$ cat config.mk
export PLATFORM = sky130hd
export DESIGN_NAME = ram_rd_slave_flat
export DESIGN_NICKNAME = d
export VERILOG_FILES = /design/src/rtl/ram_rd_slave_pkg.sv /design/src/rtl/ram_rd_slave_if.sv /design/src/rtl/ram_rd_slave_fifo.sv /design/src/rtl/ram_rd_slave.sv /design/src/flat_wrapper.sv
export SDC_FILE = /design/constraint.sdc
export NUM_CORES = 1
export LEC_CHECK = 0
export CAP_MARGIN = 25
export CORE_ASPECT_RATIO = 0.6
export CORE_MARGIN = 8
export CORE_UTILIZATION = 27
export DETAILED_ROUTE_END_ITERATION = 6
export HOLD_SLACK_MARGIN = 0.12
export PLACE_DENSITY = 0.59
export SETUP_SLACK_MARGIN = 0.4
export SYNTH_ARGS = -nofsm -noshare
export SYNTH_HDL_FRONTEND = slang
export SYNTH_SLANG_ARGS = --single-unit
export TNS_END_PERCENT = 10
$ cat constraint.sdc
create_clock -name clock -period 4.4 [get_ports clock]
set_input_delay 0.66 -clock clock [delete_from_list [all_inputs] [get_ports clock]]
set_output_delay 0.66 -clock clock [all_outputs]
set_load 0.1 [all_outputs]
$ cat src/rtl/ram_rd_slave_pkg.sv
// Shared AXI read-side types, field widths and response codes for the SRAM read slave.
package ram_rd_slave_pkg;

  localparam int ADDR_W  = 32;
  localparam int DATA_W  = 32;
  localparam int ID_W    = 4;
  localparam int LEN_W   = 8;
  localparam int SIZE_W  = 3;
  localparam int BURST_W = 2;
  localparam int RESP_W  = 2;
  localparam int BEAT_W  = DATA_W + RESP_W + 1 + ID_W;

  localparam logic [RESP_W-1:0] RESP_OKAY   = 2'b00;
  localparam logic [RESP_W-1:0] RESP_SLVERR = 2'b10;

  typedef enum logic [BURST_W-1:0] {
    BURST_FIXED = 2'd0,
    BURST_INCR  = 2'd1,
    BURST_WRAP  = 2'd2
  } burst_e;

  typedef enum logic [0:0] {
    IDLE  = 1'b0,
    BURST = 1'b1
  } state_e;

  typedef struct packed {
    logic [DATA_W-1:0] data;
    logic [RESP_W-1:0] resp;
    logic              last;
    logic [ID_W-1:0]   id;
  } beat_t;

  // WRAP bursts are only legal for 2, 4, 8 or 16 beats.
  function automatic logic wrap_len_ok(input logic [LEN_W-1:0] len);
    return (len == 8'd1) || (len == 8'd3) || (len == 8'd7) || (len == 8'd15);
  endfunction

endpackage

$ cat src/rtl/ram_rd_slave_if.sv
// AXI4 read-address and read-data channels; "in" is the slave side, "out" the master side.
interface axi_if;
  import ram_rd_slave_pkg::*;

  logic               arvalid;
  logic               arready;
  logic [ADDR_W-1:0]  araddr;
  logic [ID_W-1:0]    arid;
  logic [LEN_W-1:0]   arlen;
  logic [SIZE_W-1:0]  arsize;
  logic [BURST_W-1:0] arburst;
  logic               rvalid;
  logic               rready;
  logic [DATA_W-1:0]  rdata;
  logic [RESP_W-1:0]  rresp;
  logic               rlast;
  logic [ID_W-1:0]    rid;

  modport in (
    input  arvalid, araddr, arid, arlen, arsize, arburst, rready,
    output arready, rvalid, rdata, rresp, rlast, rid
  );
  modport out (
    output arvalid, araddr, arid, arlen, arsize, arburst, rready,
    input  arready, rvalid, rdata, rresp, rlast, rid
  );
  modport slave (
    input  arvalid, araddr, arid, arlen, arsize, arburst, rready,
    output arready, rvalid, rdata, rresp, rlast, rid
  );
  modport master (
    output arvalid, araddr, arid, arlen, arsize, arburst, rready,
    input  arready, rvalid, rdata, rresp, rlast, rid
  );

endinterface

$ cat src/rtl/ram_rd_slave_fifo.sv
// Two-entry fall-through beat FIFO: an arriving beat is visible at the head in the same cycle.
module rd_beat_fifo
  import ram_rd_slave_pkg::*;
(
  input  logic       clock,
  input  logic       reset,
  input  logic       push,
  input  beat_t      push_beat,
  input  logic       pop,
  output logic [1:0] count,
  output logic       valid,
  output beat_t      head
);

  beat_t      mem_r [2];
  logic       rd_r;
  logic       wr_r;
  logic [1:0] cnt_r;
  logic       wr_en_s;
  logic       rd_adv_s;

  // A beat popped straight through an empty FIFO never occupies storage.
  always_comb begin
    wr_en_s  = push && !((cnt_r == 2'd0) && pop);
    rd_adv_s = pop && (cnt_r != 2'd0);
    valid    = (cnt_r != 2'd0) || push;
    if (cnt_r != 2'd0) begin
      head = mem_r[rd_r];
    end else if (push) begin
      head = push_beat;
    end else begin
      head = {BEAT_W{1'b0}};
    end
  end

  // Storage, pointers and occupancy.
  always_ff @(posedge clock) begin
    if (reset) begin
      rd_r  <= 1'b0;
      wr_r  <= 1'b0;
      cnt_r <= 2'd0;
    end else begin
      if (wr_en_s) begin
        mem_r[wr_r] <= push_beat;
        wr_r        <= ~wr_r;
      end
      if (rd_adv_s) begin
        rd_r <= ~rd_r;
      end
      cnt_r <= cnt_r + {1'b0, wr_en_s} - {1'b0, rd_adv_s};
    end
  end

  assign count = cnt_r;

endmodule

$ cat src/rtl/ram_rd_slave.sv
// AXI4 read slave in front of a one-cycle-latency SRAM; one burst at a time, up to 1 beat/cycle.
module ram_rd_slave
  import ram_rd_slave_pkg::*;
#(
  parameter logic [31:0] BASE      = 32'h8000_0000,
  parameter int unsigned MEM_WORDS = 32768
) (
  input  logic                         clock,
  input  logic                         reset,
  axi_if.in                            ram_r,
  output logic                         mem_en,
  output logic [$clog2(MEM_WORDS)-1:0] mem_addr,
  input  logic [31:0]                  mem_rdata
);

  localparam int          IDX_W      = $clog2(MEM_WORDS);
  localparam logic [31:0] SPAN_BYTES = 32'(MEM_WORDS) * 32'd4;

  state_e            state_r, state_s;
  logic [31:0]       addr_r, next_addr_s, step_s, wrap_mask_s, offset_s;
  logic [ID_W-1:0]   id_r;
  logic [LEN_W-1:0]  len_r;
  logic [SIZE_W-1:0] size_r;
  burst_e            burst_r;
  logic              burst_err_r, sticky_r;
  logic [8:0]        issued_r, returned_r;
  logic              infl_r, infl_err_r, infl_last_r;
  logic [1:0]        occ_s;
  logic              ar_hs_s, pop_s, issue_s, beat_err_s, head_valid_s;
  beat_t             push_beat_s, head_s;

  // Issue credit keeps FIFO occupancy plus the in-flight SRAM read within two entries.
  always_comb begin
    ar_hs_s     = ram_r.arvalid && (state_r == IDLE);
    pop_s       = head_valid_s && ram_r.rready;
    offset_s    = addr_r - BASE;
    beat_err_s  = burst_err_r || sticky_r || (offset_s >= SPAN_BYTES);
    issue_s     = (state_r == BURST) && (issued_r <= {1'b0, len_r}) &&
                  ((3'(occ_s) + 3'(infl_r)) < (3'd2 + 3'(pop_s)));
    mem_en      = issue_s && !beat_err_s;
    mem_addr    = mem_en ? offset_s[IDX_W+1:2] : {IDX_W{1'b0}};
    step_s      = 32'd1 << size_r;
    wrap_mask_s = (({24'd0, len_r} + 32'd1) << size_r) - 32'd1;
    next_addr_s = addr_r;
    case (burst_r)
      BURST_FIXED: next_addr_s = addr_r;
      BURST_INCR:  next_addr_s = addr_r + step_s;
      BURST_WRAP:  next_addr_s = (addr_r & ~wrap_mask_s) | ((addr_r + step_s) & wrap_mask_s);
      default:     next_addr_s = addr_r;
    endcase
  end

  // Next-state logic: leave BURST only when the final beat is accepted.
  always_comb begin
    state_s = state_r;
    case (state_r)
      IDLE: begin
        if (ar_hs_s) begin
          state_s = BURST;
        end else begin
          state_s = IDLE;
        end
      end
      BURST: begin
        if (pop_s && (returned_r == {1'b0, len_r})) begin
          state_s = IDLE;
        end else begin
          state_s = BURST;
        end
      end
      default: state_s = IDLE;
    endcase
  end

  // Burst context, beat counters and the one-deep SRAM in-flight stage.
  always_ff @(posedge clock) begin
    if (reset) begin
      state_r     <= IDLE;
      addr_r      <= 32'd0;
      id_r        <= {ID_W{1'b0}};
      len_r       <= 8'd0;
      size_r      <= 3'd0;
      burst_r     <= BURST_FIXED;
      burst_err_r <= 1'b0;
      sticky_r    <= 1'b0;
      issued_r    <= 9'd0;
      returned_r  <= 9'd0;
      infl_r      <= 1'b0;
      infl_err_r  <= 1'b0;
      infl_last_r <= 1'b0;
    end else begin
      state_r     <= state_s;
      infl_r      <= issue_s;
      infl_err_r  <= beat_err_s;
      infl_last_r <= (issued_r == {1'b0, len_r});
      if (ar_hs_s) begin
        addr_r      <= ram_r.araddr;
        id_r        <= ram_r.arid;
        len_r       <= ram_r.arlen;
        size_r      <= ram_r.arsize;
        burst_r     <= burst_e'(ram_r.arburst);
        burst_err_r <= (ram_r.arsize > 3'd2) || (ram_r.arburst == 2'd3) ||
                       ((ram_r.arburst == 2'd2) && !wrap_len_ok(ram_r.arlen));
        sticky_r    <= 1'b0;
        issued_r    <= 9'd0;
        returned_r  <= 9'd0;
      end else begin
        if (issue_s) begin
          issued_r <= issued_r + 9'd1;
          addr_r   <= next_addr_s;
          // Once a burst has walked off the SRAM window it stays errored.
          if (beat_err_s) begin
            sticky_r <= 1'b1;
          end
        end
        if (pop_s) begin
          returned_r <= returned_r + 9'd1;
        end
      end
    end
  end

  always_comb begin
    push_beat_s.data = infl_err_r ? 32'd0 : mem_rdata;
    push_beat_s.resp = infl_err_r ? RESP_SLVERR : RESP_OKAY;
    push_beat_s.last = infl_last_r;
    push_beat_s.id   = id_r;
  end

  rd_beat_fifo u_fifo (
    .clock     (clock),
    .reset     (reset),
    .push      (infl_r),
    .push_beat (push_beat_s),
    .pop       (pop_s),
    .count     (occ_s),
    .valid     (head_valid_s),
    .head      (head_s)
  );

  assign ram_r.arready = (state_r == IDLE);
  assign ram_r.rvalid  = head_valid_s;
  assign ram_r.rdata   = head_s.data;
  assign ram_r.rresp   = head_s.resp;
  assign ram_r.rlast   = head_s.last;
  assign ram_r.rid     = head_s.id;

endmodule

$ cat src/flat_wrapper.sv
// flat-port wrapper written by rule: the top's interface ports become plain ports
module ram_rd_slave_flat import ram_rd_slave_pkg::*;
#(
  parameter logic [31:0] BASE      = 32'h8000_0000,
  parameter int unsigned MEM_WORDS = 32768
)
  (clock, reset, mem_en, mem_addr, mem_rdata, ram_r_arvalid, ram_r_araddr, ram_r_arid, ram_r_arlen, ram_r_arsize, ram_r_arburst, ram_r_rready, ram_r_arready, ram_r_rvalid, ram_r_rdata, ram_r_rresp, ram_r_rlast, ram_r_rid);
  axi_if ram_r_i ();
  input  logic clock;
  input  logic reset;
  output logic mem_en;
  output logic [$clog2(MEM_WORDS)-1:0] mem_addr;
  input  logic [31:0] mem_rdata;
  input wire logic [$bits(ram_r_i.arvalid)-1:0] ram_r_arvalid;
  input wire logic [$bits(ram_r_i.araddr)-1:0] ram_r_araddr;
  input wire logic [$bits(ram_r_i.arid)-1:0] ram_r_arid;
  input wire logic [$bits(ram_r_i.arlen)-1:0] ram_r_arlen;
  input wire logic [$bits(ram_r_i.arsize)-1:0] ram_r_arsize;
  input wire logic [$bits(ram_r_i.arburst)-1:0] ram_r_arburst;
  input wire logic [$bits(ram_r_i.rready)-1:0] ram_r_rready;
  output wire logic [$bits(ram_r_i.arready)-1:0] ram_r_arready;
  output wire logic [$bits(ram_r_i.rvalid)-1:0] ram_r_rvalid;
  output wire logic [$bits(ram_r_i.rdata)-1:0] ram_r_rdata;
  output wire logic [$bits(ram_r_i.rresp)-1:0] ram_r_rresp;
  output wire logic [$bits(ram_r_i.rlast)-1:0] ram_r_rlast;
  output wire logic [$bits(ram_r_i.rid)-1:0] ram_r_rid;
  assign ram_r_i.arvalid = ram_r_arvalid;
  assign ram_r_i.araddr = ram_r_araddr;
  assign ram_r_i.arid = ram_r_arid;
  assign ram_r_i.arlen = ram_r_arlen;
  assign ram_r_i.arsize = ram_r_arsize;
  assign ram_r_i.arburst = ram_r_arburst;
  assign ram_r_i.rready = ram_r_rready;
  assign ram_r_arready = ram_r_i.arready;
  assign ram_r_rvalid = ram_r_i.rvalid;
  assign ram_r_rdata = ram_r_i.rdata;
  assign ram_r_rresp = ram_r_i.rresp;
  assign ram_r_rlast = ram_r_i.rlast;
  assign ram_r_rid = ram_r_i.rid;
  ram_rd_slave #(.BASE(BASE), .MEM_WORDS(MEM_WORDS)) u_core (.clock(clock), .reset(reset), .ram_r(ram_r_i), .mem_en(mem_en), .mem_addr(mem_addr), .mem_rdata(mem_rdata));
endmodule
==> qor.csv, run 1 <==
stage,metric,value,unit
pwr,fraction of power consumed by combinational cells,44.0,%
critical_path,critical path data required time,3.74,ns
detailed_routing,top routing layer in use,met4,
sta,final critical delay including setup and external delays,3.85,ns
min_path,Hold Startpoint,u_core.burst_r[0],
cts,Clock Pin Slew Worst Setup and Hold Paths,0.06,ns
critical_path,crit path DAT,3.19,ns
critical_path,highest fanout seen on the critical path,11,
pwr,leakage power total,4.30,nW
pwr,internal power of the cells,2.92,mW
synth,area fraction in compound gates after synthesis,18.9,%
pwr,power spent charging and discharging nets,2.60,mW
pwr,clock power share,25.2,%
critical_path,Worst path top cell family by delay,buffers and inverters,
min_path,Hold Crit Depth,2,
sta,endpoints failing hold,0,
global_route,antenna violations before repair,1,
sta,aggregate negative setup slack,0,ns
synth,Post-synth EDFFs,76,
place,area after detailed placement,0.0114,sq mm
synth,most numerous cell in the Yosys netlist,nand2_1,
critical_path,Crit path top cell by count,buf_4,
synth,number of library cell types mapped by synthesis,86,
sta,pin slew with the least headroom to its limit,1.04,ns
detailed_routing,met2 routed WL,12800,um
cts,maximum number of buffers from clock root to sink,2,
synth,Synth Flop Type,dfxtp_1,
critical_path,path depth of the worst reg2reg path,12,
detailed_routing,number of iterations in the first detailed-routing pass,5,
die,die outline width,256,um
pwr,P per Cell Area,459,mW/mm^2
detailed_routing,Iter 0 DRT Violations,885,
cts,Root Buffer,clkbuf_16,
cts,source-to-sink clock delay at the later pin of the worst-skew pair,0.45,ns
synth,"area fraction in and, or, nand and nor cells after synthesis",22.5,%
sta,Slew Limit Headroom,30.6,%
synth,Mean Syn Cell Area,8.81,sq um
sta,final number of setup-violating endpoints,0,
cts,clock tree from TritonCTS,yes,
critical_path,CP bufs+invs,5,
critical_path,Setup Crit Path Kind,flip-flop to primary output,
global_route,overflow left after global routing,0,
synth,number of warnings reported in the yosys synthesis log,0,
critical_path,reg2reg start,u_core.size_r[1],
die,overall die height,160,um
layout,area growth from synthesis to layout,28.7,%
die,FP Rows,52,
global_route,wire length of the first global-routing pass,48700,um
place,post-detail-place hpwl,22800,um
global_route,maximum number of pins on one net before global-route repair,79,
synth,"arithmetic-cell share of the synthesized area counting full adders, half adders and majority gates",3.70,%
die,initial standard-cell utilization of the core,27.5,%
pwr,Sequential Power Share,30.9,%
layout,layout cell share with drive strength beyond 1,14.3,%
die,DIE AREA,0.0410,sq mm
synth,largest family of logic cells by synthesized area,simple AND/OR/NAND/NOR gates,
critical_path,worst path cell trace,buf_4 -> clkinvlp_4 -> ha_1 -> o21ai_0 -> a21oi_1 -> o211ai_1 -> nand3_1 -> a2111oi_4 -> buf_4 -> buf_4 -> and3_2 -> buf_12,
sta,tightest hold margin,0.466,ns
run_status,status,completed,
synth,share of the synthesized netlist area taken by xor and xnor gates,3.94,%
detailed_routing,Post-DRT Antenna Nets,0,
synth,flop and latch count out of synthesis,154,
place,Placed Cells,1619,
detailed_routing,ratio of routed vias to standard cells,5.18,
synth,fraction of synthesis flops using an asynchronous set or reset pin,0,%
synth,sequential element share of the synthesized area,41.2,%
place,gpl congestion,0.925,
pwr,proportion of total power due to net switching,47.2,%
place,port bufs,140,
job,max-cap viol count,0,
sta,setup repair after global routing missed its margin,true,
pwr,Total Power,5.52,mW
synth,combined area of all synthesized cells,0.00933,sq mm
synth,multiplexer fraction of the synthesized cell area,5.16,%
sta,post-route clock skew,0.0142,ns
detailed_routing,wire length per cell,18.9,um
sta,number of pins with negative max-slew slack in the final report,0,
min_path,Hold/Removal Path Class,flip-flop to flip-flop,
detailed_routing,routed vias,8580,
synth,main area contributors after synthesis,"edfxtp_1, dfxtp_1, mux2i_1",
cts,CTS H-tree depth,4,
sta,final setup slack of the worst path,0.550,ns
synth,Post-Syn Nets,1171,
sta,final worst-path cycle share,87.5,%
synth,post-synth top area cell,edfxtp_1,
place,pre-CTS setup slack,0.578,ns
pwr,maximum ir drop on the vdd rail,0.000343,V
synth,number of instances in the synthesized netlist,1059,
cts,Num CTS Buffers,17,
detailed_routing,# DRC,0,
critical_path,critical path's largest stage delay,0.39,ns
layout,Final Cell Area,0.0120,sq mm
critical_path,startpoint kind of the worst setup timing path,flip-flop,
synth,Post-synth top cells,"nand2_1, nor2_1, dfxtp_1",
die,boundary pin count,142,
detailed_routing,met3 routed WL,2100,um
critical_path,critical path's slowest cell,dfxtp_2,
layout,"number of standard cells in the layout, taps in and fillers out",1657,
synth,post-synth top area share,24.5,%
critical_path,"logic depth of the worst path, buffers included",12,
critical_path,Worst setup EP type,primary output,
sta,peak clock frequency supported by timing,0.260,GHz
die,area inside the core boundary,0.0339,sq mm
detailed_routing,wire length the detailed router placed on met1,15900,um
cts,number of buffers inserted for hold repair after clock tree synthesis,0,
layout,net count of the finished layout,1296,
detailed_routing,final WL,31400,um
global_route,total global-route track usage,15.0,%
cts,Clock Sinks,154,
layout,Final Util,35.4,%
critical_path,Critical Path Source,u_core.len_r[2],
global_route,vias in the first global route,8183,
==> what timing repair did <==
item	CTS	global route
setup buffers	0	3
resized for setup	3	19
gates cloned	0	1
pin swaps	0	1
setup endpoints to repair	16	31
==> path summary, 6_finish.rpt <==
path                                          end  slack [ns]
worst max-delay path                 mem_addr[12]        0.55
worst min register to register  u_core.burst_r[0]        0.47
worst min-delay path            u_core.burst_r[0]        0.47
worst max register to register          flip-flop        0.57
==> per-layer routing <==
metal  vias to the layer above  global-route usage [%]
met2                       305                    20.9
met5                         -                       0
li1                       4159                       -
met3                        26                    4.17
met4                         0                    4.41
met1                      4090                    22.0
==> cell type report <==
type                    instances  area [sq um]
diodes                          1          2.50
clock buffers                  18           429
clock inverters                14           116
fillers                      3448         21900
inverters                      28           113
multi-input cells             803          5150
flip-flops and latches        154          3850
well taps                     459           574
repair buffers                180          1780
==> power by group through the flow <==
stage / clock, mW / sequential (mW) / combinational (mW)
detailed placement: 0 / 1.74 / 2.41
floorplan: 0 / 1.66 / 1.87
CTS: 1.43 / 1.70 / 2.42
finish: 1.39 / 1.70 / 2.43
global route: 1.50 / 1.72 / 2.57
global placement: 0 / 1.74 / 2.40
==> placed cells by master, fill, tap and decap left out, types with 5 or more instances in the layout <==
cell / count
a21o_1: 6
a22oi_1: 5
xnor2_1: 13
mux2i_1: 47
nor3_1: 16
o31ai_1: 6
xor2_1: 29
a311oi_1: 8
a211oi_1: 19
and2_1: 7
ha_1: 26
a2111oi_0: 8
nor2_1: 79
a21oi_1: 64
or3_1: 10
a31oi_1: 19
o21ai_1: 6
nor2b_1: 45
clkdlybuf4s50_1: 84
nand3_1: 62
nand2_1: 101
nand2b_1: 5
buf_4: 77
and3_1: 22
o21ai_0: 72
buf_12: 16
dfxtp_2: 8
o21a_1: 5
clkinvlp_4: 5
inv_1: 25
edfxtp_1: 76
and3_2: 5
clkbuf_16: 17
nor4_1: 12
dfxtp_1: 70
nand4_1: 16
==> worst register-to-register path, delay by kind of cell, from the launching register on <==
kind                       cells  cell delay [ns]
and+or+nand+nor                5             1.77
DFF                            1             0.65
AOI/OAI and AO/OA              4             0.62
buffers and inverters          1             0.30
adders and majority gates      1             0.26
xor gates and xnor gates       1             0.13
==> cell families after synthesis <==
group           count (synthesis)
xor+xnor                       42
simple gates                  414
buf+inv                       102
fa+ha+maj                      27
other cells                     1
flops                         154
compound gates                271
mux                            48
No activity file was read; power rests on OpenSTA's default activity.
==> run 2, diff against run 1 <==
--- a/config.mk
+++ b/config.mk
@@ -8,10 +8,10 @@
 export CAP_MARGIN = 25
 export CORE_ASPECT_RATIO = 0.6
 export CORE_MARGIN = 8
-export CORE_UTILIZATION = 27
+export CORE_UTILIZATION = 40
 export DETAILED_ROUTE_END_ITERATION = 6
 export HOLD_SLACK_MARGIN = 0.12
-export PLACE_DENSITY = 0.59
+export PLACE_DENSITY = 0.76
 export SETUP_SLACK_MARGIN = 0.4
 export SYNTH_ARGS = -nofsm -noshare
 export SYNTH_HDL_FRONTEND = slang
==> qor.csv, run 2 (synthesis gave the netlist of run 1 again) <==
stage,metric,value,unit,change
die,initial standard-cell utilization of the core,40.5,%,+13 points
layout,sequential cell area in the final layout,0.00385,sq mm,about the same
critical_path,R2R setup slack,0.64,ns,+0.07 ns
cts,clock tree from TritonCTS,yes,,
die,FP Rows,43,,-17%
detailed_routing,wire length per cell,18.7,um,-1.2%
cts,Clock Pin Slew Worst Setup and Hold Paths,0.07,ns,about the same
die,boundary pin count,142,,unchanged
layout,Final Cell Area,0.0118,sq mm,-1.8%
global_route,vias in the first global route,8005,,-2.2%
run_status,status,completed,,
critical_path,startpoint kind of the worst setup timing path,flip-flop,,
cts,source-to-sink clock delay at the later pin of the worst-skew pair,0.44,ns,about the same
sta,final number of setup-violating endpoints,0,,unchanged
critical_path,Critical Path Source,u_core.len_r[5],,
pwr,Total Power,5.65,mW,+2.4%
sta,setup repair after global routing missed its margin,true,,
die,die outline width,213,um,-17%
detailed_routing,Post-DRT Antenna Nets,0,,unchanged
place,Placed Cells,1472,,-9.1%
place,port bufs,140,,unchanged
layout,"number of standard cells in the layout, taps in and fillers out",1504,,-9.2%
place,area after detailed placement,0.0112,sq mm,-2.0%
cts,Num CTS Buffers,17,,unchanged
sta,post-route clock skew,0.0105,ns,-0.00372 ns
detailed_routing,routed vias,8614,,+0.40%
cts,number of buffers inserted for hold repair after clock tree synthesis,0,,unchanged
sta,pin slew with the least headroom to its limit,1.07,ns,+0.0276 ns
cts,Root Buffer,clkbuf_16,,
cts,Clock Sinks,154,,unchanged
detailed_routing,final WL,28100,um,-10%
global_route,total global-route track usage,19.5,%,+4.5 points
sta,Slew Limit Headroom,29.0,%,-1.6 points
critical_path,highest fanout seen on the critical path,27,,+16
layout,net count of the finished layout,1288,,-0.62%
cts,maximum number of buffers from clock root to sink,2,,unchanged
layout,area of the multi-input gates,0.00511,sq mm,-0.66%
layout,number of antenna diodes,0,,-1
sta,final setup slack of the worst path,0.464,ns,-0.0859 ns
min_path,Hold/Removal Path Class,flip-flop to flip-flop,,
critical_path,Setup Crit Path Kind,flip-flop to primary output,,
die,overall die height,134,um,-16%
sta,number of pins with negative max-slew slack in the final report,0,,unchanged
pwr,maximum ir drop on the vdd rail,0.000271,V,-21%
critical_path,reg2reg start,u_core.len_r[0],,
critical_path,path depth of the worst reg2reg path,13,,+1
place,pre-CTS setup slack,0.617,ns,+0.0393 ns
sta,final critical delay including setup and external delays,3.94,ns,+0.0859 ns
layout,layout cell share with drive strength beyond 1,12.9,%,-1.4 points
die,DIE AREA,0.0286,sq mm,-30%
layout,FILL cells,2125,,-38%
sta,aggregate negative setup slack,0,ns,unchanged
job,max-cap viol count,0,,unchanged
layout,area growth from synthesis to layout,26.4,%,
pwr,P per Cell Area,479,mW/mm^2,+4.4%
layout,"leading cell type in the layout, fill and taps excluded",nand2_1,,
detailed_routing,number of iterations in the first detailed-routing pass,5,,unchanged
min_path,Hold Crit Depth,2,,unchanged
sta,final worst-path cycle share,89.4,%,+2.0 points
sta,endpoints failing hold,0,,unchanged
cts,CTS H-tree depth,4,,unchanged
cts,Post-CTS Setup Bufs,0,,unchanged
sta,tightest hold margin,0.459,ns,-0.00639 ns
die,area inside the core boundary,0.0230,sq mm,-32%
critical_path,Worst setup EP type,primary output,,
place,post-detail-place hpwl,20600,um,-10%
detailed_routing,ratio of routed vias to standard cells,5.73,,+11%
global_route,overflow left after global routing,0,,unchanged
layout,"commonest non-fill, non-tap cells in the layout","nand2_1, clkdlybuf4s50_1, nor2_1",,
critical_path,Critical Path End,mem_addr[13],,
critical_path,critical path data required time,3.74,ns,about the same
layout,Final Util,51.2,%,+16 points
detailed_routing,Iter 0 DRT Violations,926,,+4.6%
global_route,antenna violations before repair,0,,-1
sta,peak clock frequency supported by timing,0.254,GHz,-2.2%
detailed_routing,# DRC,0,,unchanged
critical_path,crit path DAT,3.28,ns,+0.09 ns
global_route,maximum number of pins on one net before global-route repair,56,,-29%
pwr,leakage power total,4.31,nW,about the same
place,gpl congestion,0.955,,+3.2%
global_route,wire length of the first global-routing pass,44400,um,-8.9%
[run 2: final cells by class]
type	count	share of cell area, %
Clock buffer	18	3.64
Clock inverter	14	1.71
Inverter	28	0.891
Multi-Input combinational cell	803	43.4
Sequential cell	154	32.7
Tap cell	315	3.34
Timing Repair Buffer	172	14.4
[run 2: repair_timing]
action                                  CTS  global route
endpoints found under the hold margin     0             0
gates resized for setup                   3             3
endpoints found under the setup margin   16            25
[run 2: worst min-delay path by stage]
stage                             from  slack (ns)                        end
finish               u_core.burst_r[0]        0.46          u_core.burst_r[0]
global route         u_core.burst_r[1]        0.48          u_core.burst_r[1]
CTS                  u_core.burst_r[1]        0.46          u_core.burst_r[1]
detailed placement   u_core.burst_r[1]        0.45          u_core.burst_r[1]
global placement     u_core.burst_r[0]        0.45          u_core.burst_r[0]
floorplan           u_core.infl_last_r        0.43  u_core.u_fifo.mem_r[0][4]
[run 2: critical path, stage by stage, from the launching register on]
cell and delay [ns]:
dfxtp_2 0.50, inv_1 0.17, ha_1 0.34, and4b_1 0.20
nand4_1 0.17, nor2_1 0.14, a21oi_1 0.07, a2111oi_2 0.37
buf_4 0.34, and3_1 0.32, buf_12 0.21
[run 2: power by group]
part | internal, mW | switching (mW)
clock network | 0.918 | 0.660
registers | 1.58 | 0.110
logic | 0.580 | 1.80
total | 3.08 | 2.57
[run 2: per-layer routing]
| layer | global-route usage [%] | part of all wire (%) | wire length (um) | up-vias |
|---|---|---|---|---|
| met1 | 28.5 | 47 | 13200 | 4038 |
| met4 | 5.39 | 1.6 | 461 | 0 |
| met3 | 5.68 | 10 | 2870 | 30 |
| li1 | - | - | - | 4137 |
| met5 | 0 | 0 | 0 | - |
| met2 | 27.2 | 41 | 11600 | 409 |
